<file path="src/rtl/pipe_stage_reg.sv">
// pipe_stage_reg: generic inter-stage pipeline register (IF/ID, ID/EX, EX/MEM, MEM/WB).
// Holds one control bundle and one datapath bundle behind valid/ready flow control.
// It supports flush-to-bubble and counts stalled cycles in a saturating counter.
//
// Optional feature: define PIPE_SKID_EN to add a 1-entry skid buffer.
// With the skid buffer, in_ready comes straight from a register and capacity is 2 beats.
// Without it, in_ready = ~out_valid | out_ready and capacity is 1 beat.
//
// Ports:
//   clk        clock, all state updates on posedge
//   rst        synchronous reset, active-high
//   flush      kill held (and skid) beat plus any beat offered this cycle
//   in_valid   upstream beat present
//   in_ready   stage can accept a beat this cycle
//   in_ctrl    upstream control bundle
//   in_data    upstream datapath bundle
//   out_valid  held beat valid
//   out_ready  downstream consumes the held beat this cycle
//   out_ctrl   held control; zero whenever out_valid=0
//   out_data   held datapath; stable but meaningless when out_valid=0
//   stall_cnt  saturating count of cycles with out_valid=1 and out_ready=0
module pipe_stage_reg #(
    parameter int unsigned DATA_W = 96,
    parameter int unsigned CTRL_W = 4,
    parameter int unsigned CNT_W  = 16
) (
    input  logic              clk,
    input  logic              rst,
    input  logic              flush,
    input  logic              in_valid,
    output logic              in_ready,
    input  logic [CTRL_W-1:0] in_ctrl,
    input  logic [DATA_W-1:0] in_data,
    output logic              out_valid,
    input  logic              out_ready,
    output logic [CTRL_W-1:0] out_ctrl,
    output logic [DATA_W-1:0] out_data,
    output logic [CNT_W-1:0]  stall_cnt
);

    logic              out_valid_q, out_valid_d;
    logic [CTRL_W-1:0] out_ctrl_q, out_ctrl_d;
    logic [DATA_W-1:0] out_data_q, out_data_d;
    logic [CNT_W-1:0]  stall_cnt_q;
    logic              accept;
    logic              rel;

`ifdef PIPE_SKID_EN
    logic              skid_valid_q, skid_valid_d;
    logic [CTRL_W-1:0] skid_ctrl_q, skid_ctrl_d;
    logic [DATA_W-1:0] skid_data_q, skid_data_d;

    // Registered ready: the skid slot absorbs the beat that arrives while stalled.
    assign in_ready = ~skid_valid_q;
`else
    assign in_ready = ~out_valid_q | out_ready;
`endif

    assign accept = in_valid & in_ready;
    assign rel    = out_valid_q & out_ready;

    always_comb begin
        out_valid_d = out_valid_q;
        out_ctrl_d  = out_ctrl_q;
        out_data_d  = out_data_q;
`ifdef PIPE_SKID_EN
        skid_valid_d = skid_valid_q;
        skid_ctrl_d  = skid_ctrl_q;
        skid_data_d  = skid_data_q;
`endif
        if (flush) begin
            // Offered beat is dropped even though upstream sees it as consumed.
            out_valid_d = 1'b0;
            out_ctrl_d  = '0;
`ifdef PIPE_SKID_EN
            skid_valid_d = 1'b0;
            skid_ctrl_d  = '0;
`endif
        end else begin
`ifdef PIPE_SKID_EN
            if (rel) begin
                if (skid_valid_q) begin
                    // in_ready is low while skid is full, so no accept can coincide.
                    out_valid_d  = 1'b1;
                    out_ctrl_d   = skid_ctrl_q;
                    out_data_d   = skid_data_q;
                    skid_valid_d = 1'b0;
                    skid_ctrl_d  = '0;
                end else if (accept) begin
                    out_valid_d = 1'b1;
                    out_ctrl_d  = in_ctrl;
                    out_data_d  = in_data;
                end else begin
                    out_valid_d = 1'b0;
                    out_ctrl_d  = '0;
                end
            end else if (accept) begin
                if (out_valid_q) begin
                    skid_valid_d = 1'b1;
                    skid_ctrl_d  = in_ctrl;
                    skid_data_d  = in_data;
                end else begin
                    out_valid_d = 1'b1;
                    out_ctrl_d  = in_ctrl;
                    out_data_d  = in_data;
                end
            end
`else
            if (accept) begin
                out_valid_d = 1'b1;
                out_ctrl_d  = in_ctrl;
                out_data_d  = in_data;
            end else if (rel) begin
                out_valid_d = 1'b0;
                out_ctrl_d  = '0;
            end
`endif
        end
    end

    always_ff @(posedge clk) begin
        if (rst) begin
            out_valid_q <= 1'b0;
            out_ctrl_q  <= '0;
`ifdef PIPE_SKID_EN
            skid_valid_q <= 1'b0;
            skid_ctrl_q  <= '0;
`endif
        end else begin
            out_valid_q <= out_valid_d;
            out_ctrl_q  <= out_ctrl_d;
`ifdef PIPE_SKID_EN
            skid_valid_q <= skid_valid_d;
            skid_ctrl_q  <= skid_ctrl_d;
`endif
        end
    end

    // Datapath bundles are not reset; they only need to hold across reset.
    always_ff @(posedge clk) begin
        if (!rst) begin
            out_data_q <= out_data_d;
`ifdef PIPE_SKID_EN
            skid_data_q <= skid_data_d;
`endif
        end
    end

    // Counts on the pre-update state; flush leaves it alone.
    always_ff @(posedge clk) begin
        if (rst) begin
            stall_cnt_q <= '0;
        end else if (out_valid_q && !out_ready && !(&stall_cnt_q)) begin
            stall_cnt_q <= stall_cnt_q + CNT_W'(1);
        end
    end

    assign out_valid = out_valid_q;
    assign out_ctrl  = out_ctrl_q;
    assign out_data  = out_data_q;
    assign stall_cnt = stall_cnt_q;

endmodule

</file>
<file path="config.mk">
export PLATFORM = sky130hd
export DESIGN_NAME = pipe_stage_reg
export DESIGN_NICKNAME = d
export VERILOG_FILES = /design/src/rtl/pipe_stage_reg.sv
export SDC_FILE = /design/constraint.sdc
export NUM_CORES = 1
export LEC_CHECK = 0
export BUFFER_PORTS_ARGS = -buffer_cell sky130_fd_sc_hd__buf_2
export CORE_ASPECT_RATIO = 0.8
export CORE_MARGIN = 2
export CORE_UTILIZATION = 31
export CTS_BUF_LIST = sky130_fd_sc_hd__clkbuf_2 sky130_fd_sc_hd__clkbuf_4 sky130_fd_sc_hd__clkbuf_8
export DETAILED_ROUTE_END_ITERATION = 10
export GPL_ROUTABILITY_DRIVEN = 0
export SLEW_MARGIN = 20
export SYNTH_ARGS = -nofsm -noshare
export SYNTH_HDL_FRONTEND = slang
export SYNTH_SLANG_ARGS = --single-unit
</file>
<file path="constraint.sdc">
create_clock -name clk -period 9.1 [get_ports clk]
set_clock_uncertainty 0.2 [all_clocks]
set_input_delay 1.82 -clock clk [delete_from_list [all_inputs] [get_ports clk]]
set_output_delay 1.82 -clock clk [all_outputs]
set_load 0.01 [all_outputs]
</file>
==> metrics, run 1 <==
Inserted Clock Buffers 17; Post-Syn Area 3990 sq um; synthesized instance count 219; Overall Power 1.11 mW; post-synthesis sequential area ratio 0.828; final cell count without fillers 645; first-pass GRT wire length 13900 um; CTS root buffer clkbuf_8; maxcap violations 0; Final setup viols 0; drt wl/cell 15.2 um; register bit total from synthesis 117; Crit Path Max Fanout 8; fill count ~1200; commonest non-fill, non-tap cell in the layout buf_2; Ys Warns 0; DRT iter0 DRCs 138; Critical R2R Launch out_valid; commonest non-fill, non-tap cells in the layout buf_2 (222), edfxtp_1 (96), dfxtp_1 (21); crit path kind input pin to output port; Placed Instances 612; initial core utilization 0.313; status finished, final reports clean; worst skew pair latency 0.42 ns; I/O Buffers around 220; Critical Path RT 7.08 ns; FF+latch area about 3300 sq um; CTS max path bufs 2; hold_sp stall_cnt[6]; Core Region 12700 sq um; Sw Ratio 0.235; crit-path max cell delay 0.36 ns; H-tree depth 4; hold_buf cts 0; mux cell area share after synthesis 0.0160; Yosys top cell by area edfxtp_1; die height 105 um; Top Ports about 220; initial antenna violation count 1; Least-Margin Pin Slew ~0.89 ns; Avg Vias per Cell 4.39; Clk pwr share 0.410; Cell variety after synth 43; CTS tree yes; Synth area leaders edfxtp_1 (72%), dfxtp_1 (11%), o21ai_0 (1.1%), nor2_1 (1.0%), a21oi_1 (0.88%); largest family of logic cells by synthesized area simple AND/OR/NAND/NOR gates; Num Clock Sinks approximately 120; Final Max Tran Viols 0; Detailed Place HPWL 7120 um; vias in the first global route 2757; Final Hold Vio Count 0; internal power 0.847 mW; Crit path top cell by count buf_2; worst relative slew slack 0.404; cts repair resizes 0; Critical path origin out_ready; r2r worst-path depth 4; leakage 2.35 nW; GRT Total Usage 0.137; Adder-Cell Fraction of Synth Area 0.00314; CP Capture Type output port; area fraction in compound gates after synthesis 0.0477; Total Wirelength 9820 um; Area growth, synth to finish 42.8%; share of layout cells above drive strength 1 0.567; worst ir drop on vdd 0.0793 mV; Syn Nets 325; antenna-violating nets left 0; GR Overflow Total 0; slowest CP cell and2b_1; CP Data Arrival Time 2.57 ns; final core occ 0.447; combinational power share 0.050; Initial DRT Pass Iterations 4; crit-path cells buf_2 -> and2b_1 -> inv_4 -> buf_2; Min-Delay Path Class register to register; pwr dens 194 nW/um^2; RSZ-0062 raised after global routing false; Psw about 0.26 mW; nets ~560; Sequential Power Share 0.541; Die X 131 um; Final Cycle Share 0.504; Worst R2R End out_data[7]; Synth top area share 0.723; FMAX 0.218 GHz; Worst-path clk slew about 0.070 ns; Rows 37; R2R setup slack 6.82 ns; syn avg cell area around 18 sq um; Setup crit end in_ready; # DRC 0; area of the multi-input gates around 660 sq um; Vias 2832; Period minus WS final approximately 4.6 ns; largest net degree at the start of global routing 97; CP Launch Type input pin; Setup Fix Bufs, Post-CTS 0; Synth Area in Simple Gates 0.0944; setup TNS 0 ns; Die ar. 13800 sq um; Synth Area in XOR/XNOR 0.00220
==> metal layers <==
layer / GRT usage / wire, um
met2: 0.228 / 4830
met1: 0.147 / 3800
met5: 0 / 0
met4: 0.0631 / 196
met3: 0.0635 / 997
==> how the worst min path moves through the flow <==
stage / endpoint / slack [ns] / depth (start not counted)
after CTS: stall_cnt[1] / 0.33 / 2
after global placement: stall_cnt[6] / 0.30 / 1
final: stall_cnt[6] / 0.33 / 1
after detailed placement: stall_cnt[1] / 0.31 / 2
after global routing: stall_cnt[6] / 0.37 / 1
after floorplan: stall_cnt[6] / 0.31 / 1
==> synth_stat cells (all sizes together) <==
cell type / count
edfxtp: 96
dfxtp: 21
nor2: 11
o21ai: 9
a21oi: 7
nor3: 7
nand2: 5
nand3: 5
a32oi: 4
clkbuf: 4
nand4: 4
nor4: 4
or3: 4
a211oi: 3
and2: 3
mux2: 3
mux2i: 3
nor2b: 3
a31oi: 2
and3: 2
and4b: 2
inv: 2
nor4b: 2
o21bai: 2
a41oi: 1
and2b: 1
and4: 1
buf: 1
ha: 1
nand3b: 1
nand4b: 1
nor3b: 1
o2111ai: 1
o21a: 1
xor2: 1
==> power groups by stage <==
stage | clock [mW] | combinational [mW] | sequential (mW)
after floorplan | 0 | 0.0105 | 0.619
after global placement | 0 | 0.0544 | 0.610
after detailed placement | 0 | 0.0559 | 0.611
after CTS | 0.469 | 0.0562 | 0.599
after global routing | 0.492 | 0.0604 | 0.600
final | 0.453 | 0.0551 | 0.598
==> through the flow <==
step,area (sq um),hold slack (ns),worst slack (ns)
after floorplan,3990,0.313,3.92
after global placement,5310,0.302,4.56
after detailed placement,5310,0.310,4.53
after CTS,5690,0.329,4.52
after global routing,5690,0.367,4.47
final,5690,0.333,4.51
==> state kept, by name, summed over array words and instances, names as in the netlist <==
| register | count |
|---|---|
| out_valid | 1 |
| out_ctrl | 4 |
| out_data | 96 |
| stall_cnt | 16 |
==> cell type report <==
| type | count | area share |
|---|---|---|
| Sequential cell | 117 | 0.580 |
| Timing Repair Buffer | 223 | 0.197 |
| Multi-Input combinational cell | 95 | 0.115 |
| Clock buffer | 18 | 0.0424 |
| Tap cell | 175 | 0.0385 |
| Clock inverter | 14 | 0.0244 |
| Inverter | 2 | 0.00176 |
| Antenna cell | 1 | 0.000439 |
==> critical path: cells and delay by family <==
family,cells,cell delay (ns)
AND/OR/NAND/NOR,1,0.36
buffers and inverters,3,0.38
==> cell families after synthesis <==
group                    count (synthesis)
flip-flops                             117
AND/OR/NAND/NOR                         57
AO/OA/AOI/OAI                           30
buffers and inverters                    7
multiplexers                             6
XOR/XNOR                                 1
adder cells (fa/ha/maj)                  1
Note: power is estimated with default switching activity, not from simulation.
==> run 2, diff against run 1 <==
==> constraint.sdc (replaced) <==
create_clock -name clk -period 3.7 [get_ports clk]
set_clock_uncertainty 0.2 [all_clocks]
set_input_delay 0.74 -clock clk [delete_from_list [all_inputs] [get_ports clk]]
set_output_delay 0.74 -clock clk [all_outputs]
set_load 0.01 [all_outputs]
==> metrics, run 2 (synthesis gave the netlist of run 1 again) <==
status finished, final reports clean; Initial DRT Pass Iterations 4 (unchanged); first-pass GRT wire length 14000 um (+1.0%); Worst R2R End out_data[44]; GR Overflow Total 0 (unchanged); final cell count without fillers 643 (-0.31%); hold_buf cts 0 (unchanged); Rows 37 (unchanged); Num Clock Sinks 117 (unchanged); Final Cycle Share 0.659; Inserted Clock Buffers 17 (unchanged); initial core utilization 0.313 (unchanged); maxcap violations 0 (unchanged); drt wl/cell 15.1 um (-0.82%); CP Data Arrival Time 1.50 ns (-1.07 ns); r2r worst-path depth 4 (unchanged); RSZ-0062 raised after global routing false; Crit path buffers/inverters 3 (unchanged); largest net degree at the start of global routing 97 (unchanged); Critical Path RT 2.76 ns (-4.32 ns); Total Wirelength 9710 um (-1.1%); setup ws final 1.26 ns (-3.25 ns); Placed Instances 612 (unchanged); Die ar. 13800 sq um (unchanged); leakage 2.36 nW (+0.20%); crit path kind input pin to output port; Psw 0.583 mW (+120%); Detailed Place HPWL 7030 um (-1.3%); Period minus WS final between 2 and 2.5 ns; # DRC 0 (unchanged); fill count 1173 (-0.51%); worst skew pair latency 0.42 ns (about the same); Final Max Tran Viols 0 (unchanged); nets 562 (unchanged); worst ir drop on vdd 0.175 mV (+120%); Crit path top cell by count buf_2; GRT Total Usage 0.138 (+0.00159); CP Launch Type input pin; cts repair resizes 0 (unchanged); Crit Path Max Fanout 8 (unchanged); pwr dens 486 nW/um^2 (+150%); CP top delay family buffers and inverters; internal power 2.20 mW (+160%); Core Region 12700 sq um (unchanged); CTS max path bufs 2 (unchanged); hold_sp in_data[24]; slowest CP cell and2b_1; Setup Fix Bufs, Post-CTS 0 (unchanged); Vias 2783 (-1.7%); CP Capture Type output port; hold path cells 1 (unchanged); die height 105 um (unchanged); initial antenna violation count 0 (-1); Final Hold Vio Count 0 (unchanged); I/O Buffers 222 (unchanged); Avg Vias per Cell 4.33 (-1.4%); R2R setup slack 1.66 ns (-5.16 ns); Die X 131 um (unchanged); Top Ports 223 (unchanged); # diodes 0 (-1); Worst-path clk slew 0.07 ns (about the same); FMAX 0.410 GHz; Min-Delay Path Class input pin to register; H-tree depth 4 (unchanged); antenna-violating nets left 0 (unchanged); Clk pwr share 0.421 (+0.011); Hold EP out_data[24]; setup TNS 0 ns (unchanged); crit-path cells buf_2 -> and2b_1 -> inv_4 -> buf_2; Critical R2R Launch out_valid; Least-Margin Pin Slew 0.564 ns (-0.330 ns); CTS tree yes; share of layout cells above drive strength 1 0.562 (-0.00520); commonest non-fill, non-tap cell in the layout buf_2; crit-path max cell delay 0.36 ns (about the same); Sw Ratio 0.210 (-0.0247); Sequential Power Share 0.530 (-0.011); Area growth, synth to finish 43.4%; Place WS 1.17 ns (-3.36 ns); DRT iter0 DRCs 137 (-0.72%); vias in the first global route 2716 (-1.5%); commonest non-fill, non-tap cells in the layout buf_2 (222), edfxtp_1 (96), dfxtp_1 (21); worst relative slew slack 0.624 (+0.220); combinational power share 0.049 (about the same); Final setup viols 0 (unchanged); max reg flops 96 (unchanged); CTS root buffer clkbuf_8
==> run 2: layout make-up <==
class                           count  area [sq um]  area share
Sequential cell                   117          3300       0.577
Timing Repair Buffer              223          1130       0.198
Multi-Input combinational cell     95           657       0.115
Clock buffer                       18           241      0.0422
Tap cell                          175           219      0.0383
Clock inverter                     13           159      0.0278
Inverter                            2          10.0     0.00175
==> run 2: worst max-delay path by stage <==
stage / depth (start not counted) / end / from
2_1_floorplan: 4 / out_data[0] / out_ready
3_3_place_gp: 5 / out_data[87] / out_ready
3_5_place_dp: 5 / out_data[41] / out_ready
4_1_cts: 3 / in_ready / out_valid
5_1_grt: 3 / in_ready / out_valid
6_report: 4 / in_ready / out_ready
==> run 2: per-stage QoR <==
stage	util	cell area, sq um	power, mW	hold slack, ns
global placement	0.418	5320	1.63	0.305
global route	0.449	5720	2.88	0.237
floorplan	-	3990	1.55	0.313
finish	0.449	5720	2.78	0.289
detailed placement	0.418	5320	1.64	0.309
CTS	0.449	5720	2.82	0.246
==> run 2: worst register-to-register path, cell delays in order, from the launching register on <==
cell	delay [ns]
dfxtp_1	0.38
and2b_1	0.29
inv_4	0.14
and3_4	0.20
buf_12	0.33
==> run 2: metal layers <==
layer / global-route usage / vias up / wire length, um
li1: - / 1339 / -
met1: 0.152 / 1312 / 3830
met2: 0.231 / 130 / 4890
met3: 0.0665 / 2 / 963
met4: 0.0524 / 0 / 33
met5: 0 / - / 0
==> run 2: power by group through the flow <==
stage	registers (mW)	logic, mW	clock network [mW]
6_report	1.47	0.137	1.17
5_1_grt	1.47	0.151	1.26
4_1_cts	1.47	0.140	1.21
3_5_place_dp	1.50	0.138	0
3_3_place_gp	1.50	0.134	0
2_1_floorplan	1.52	0.0259	0
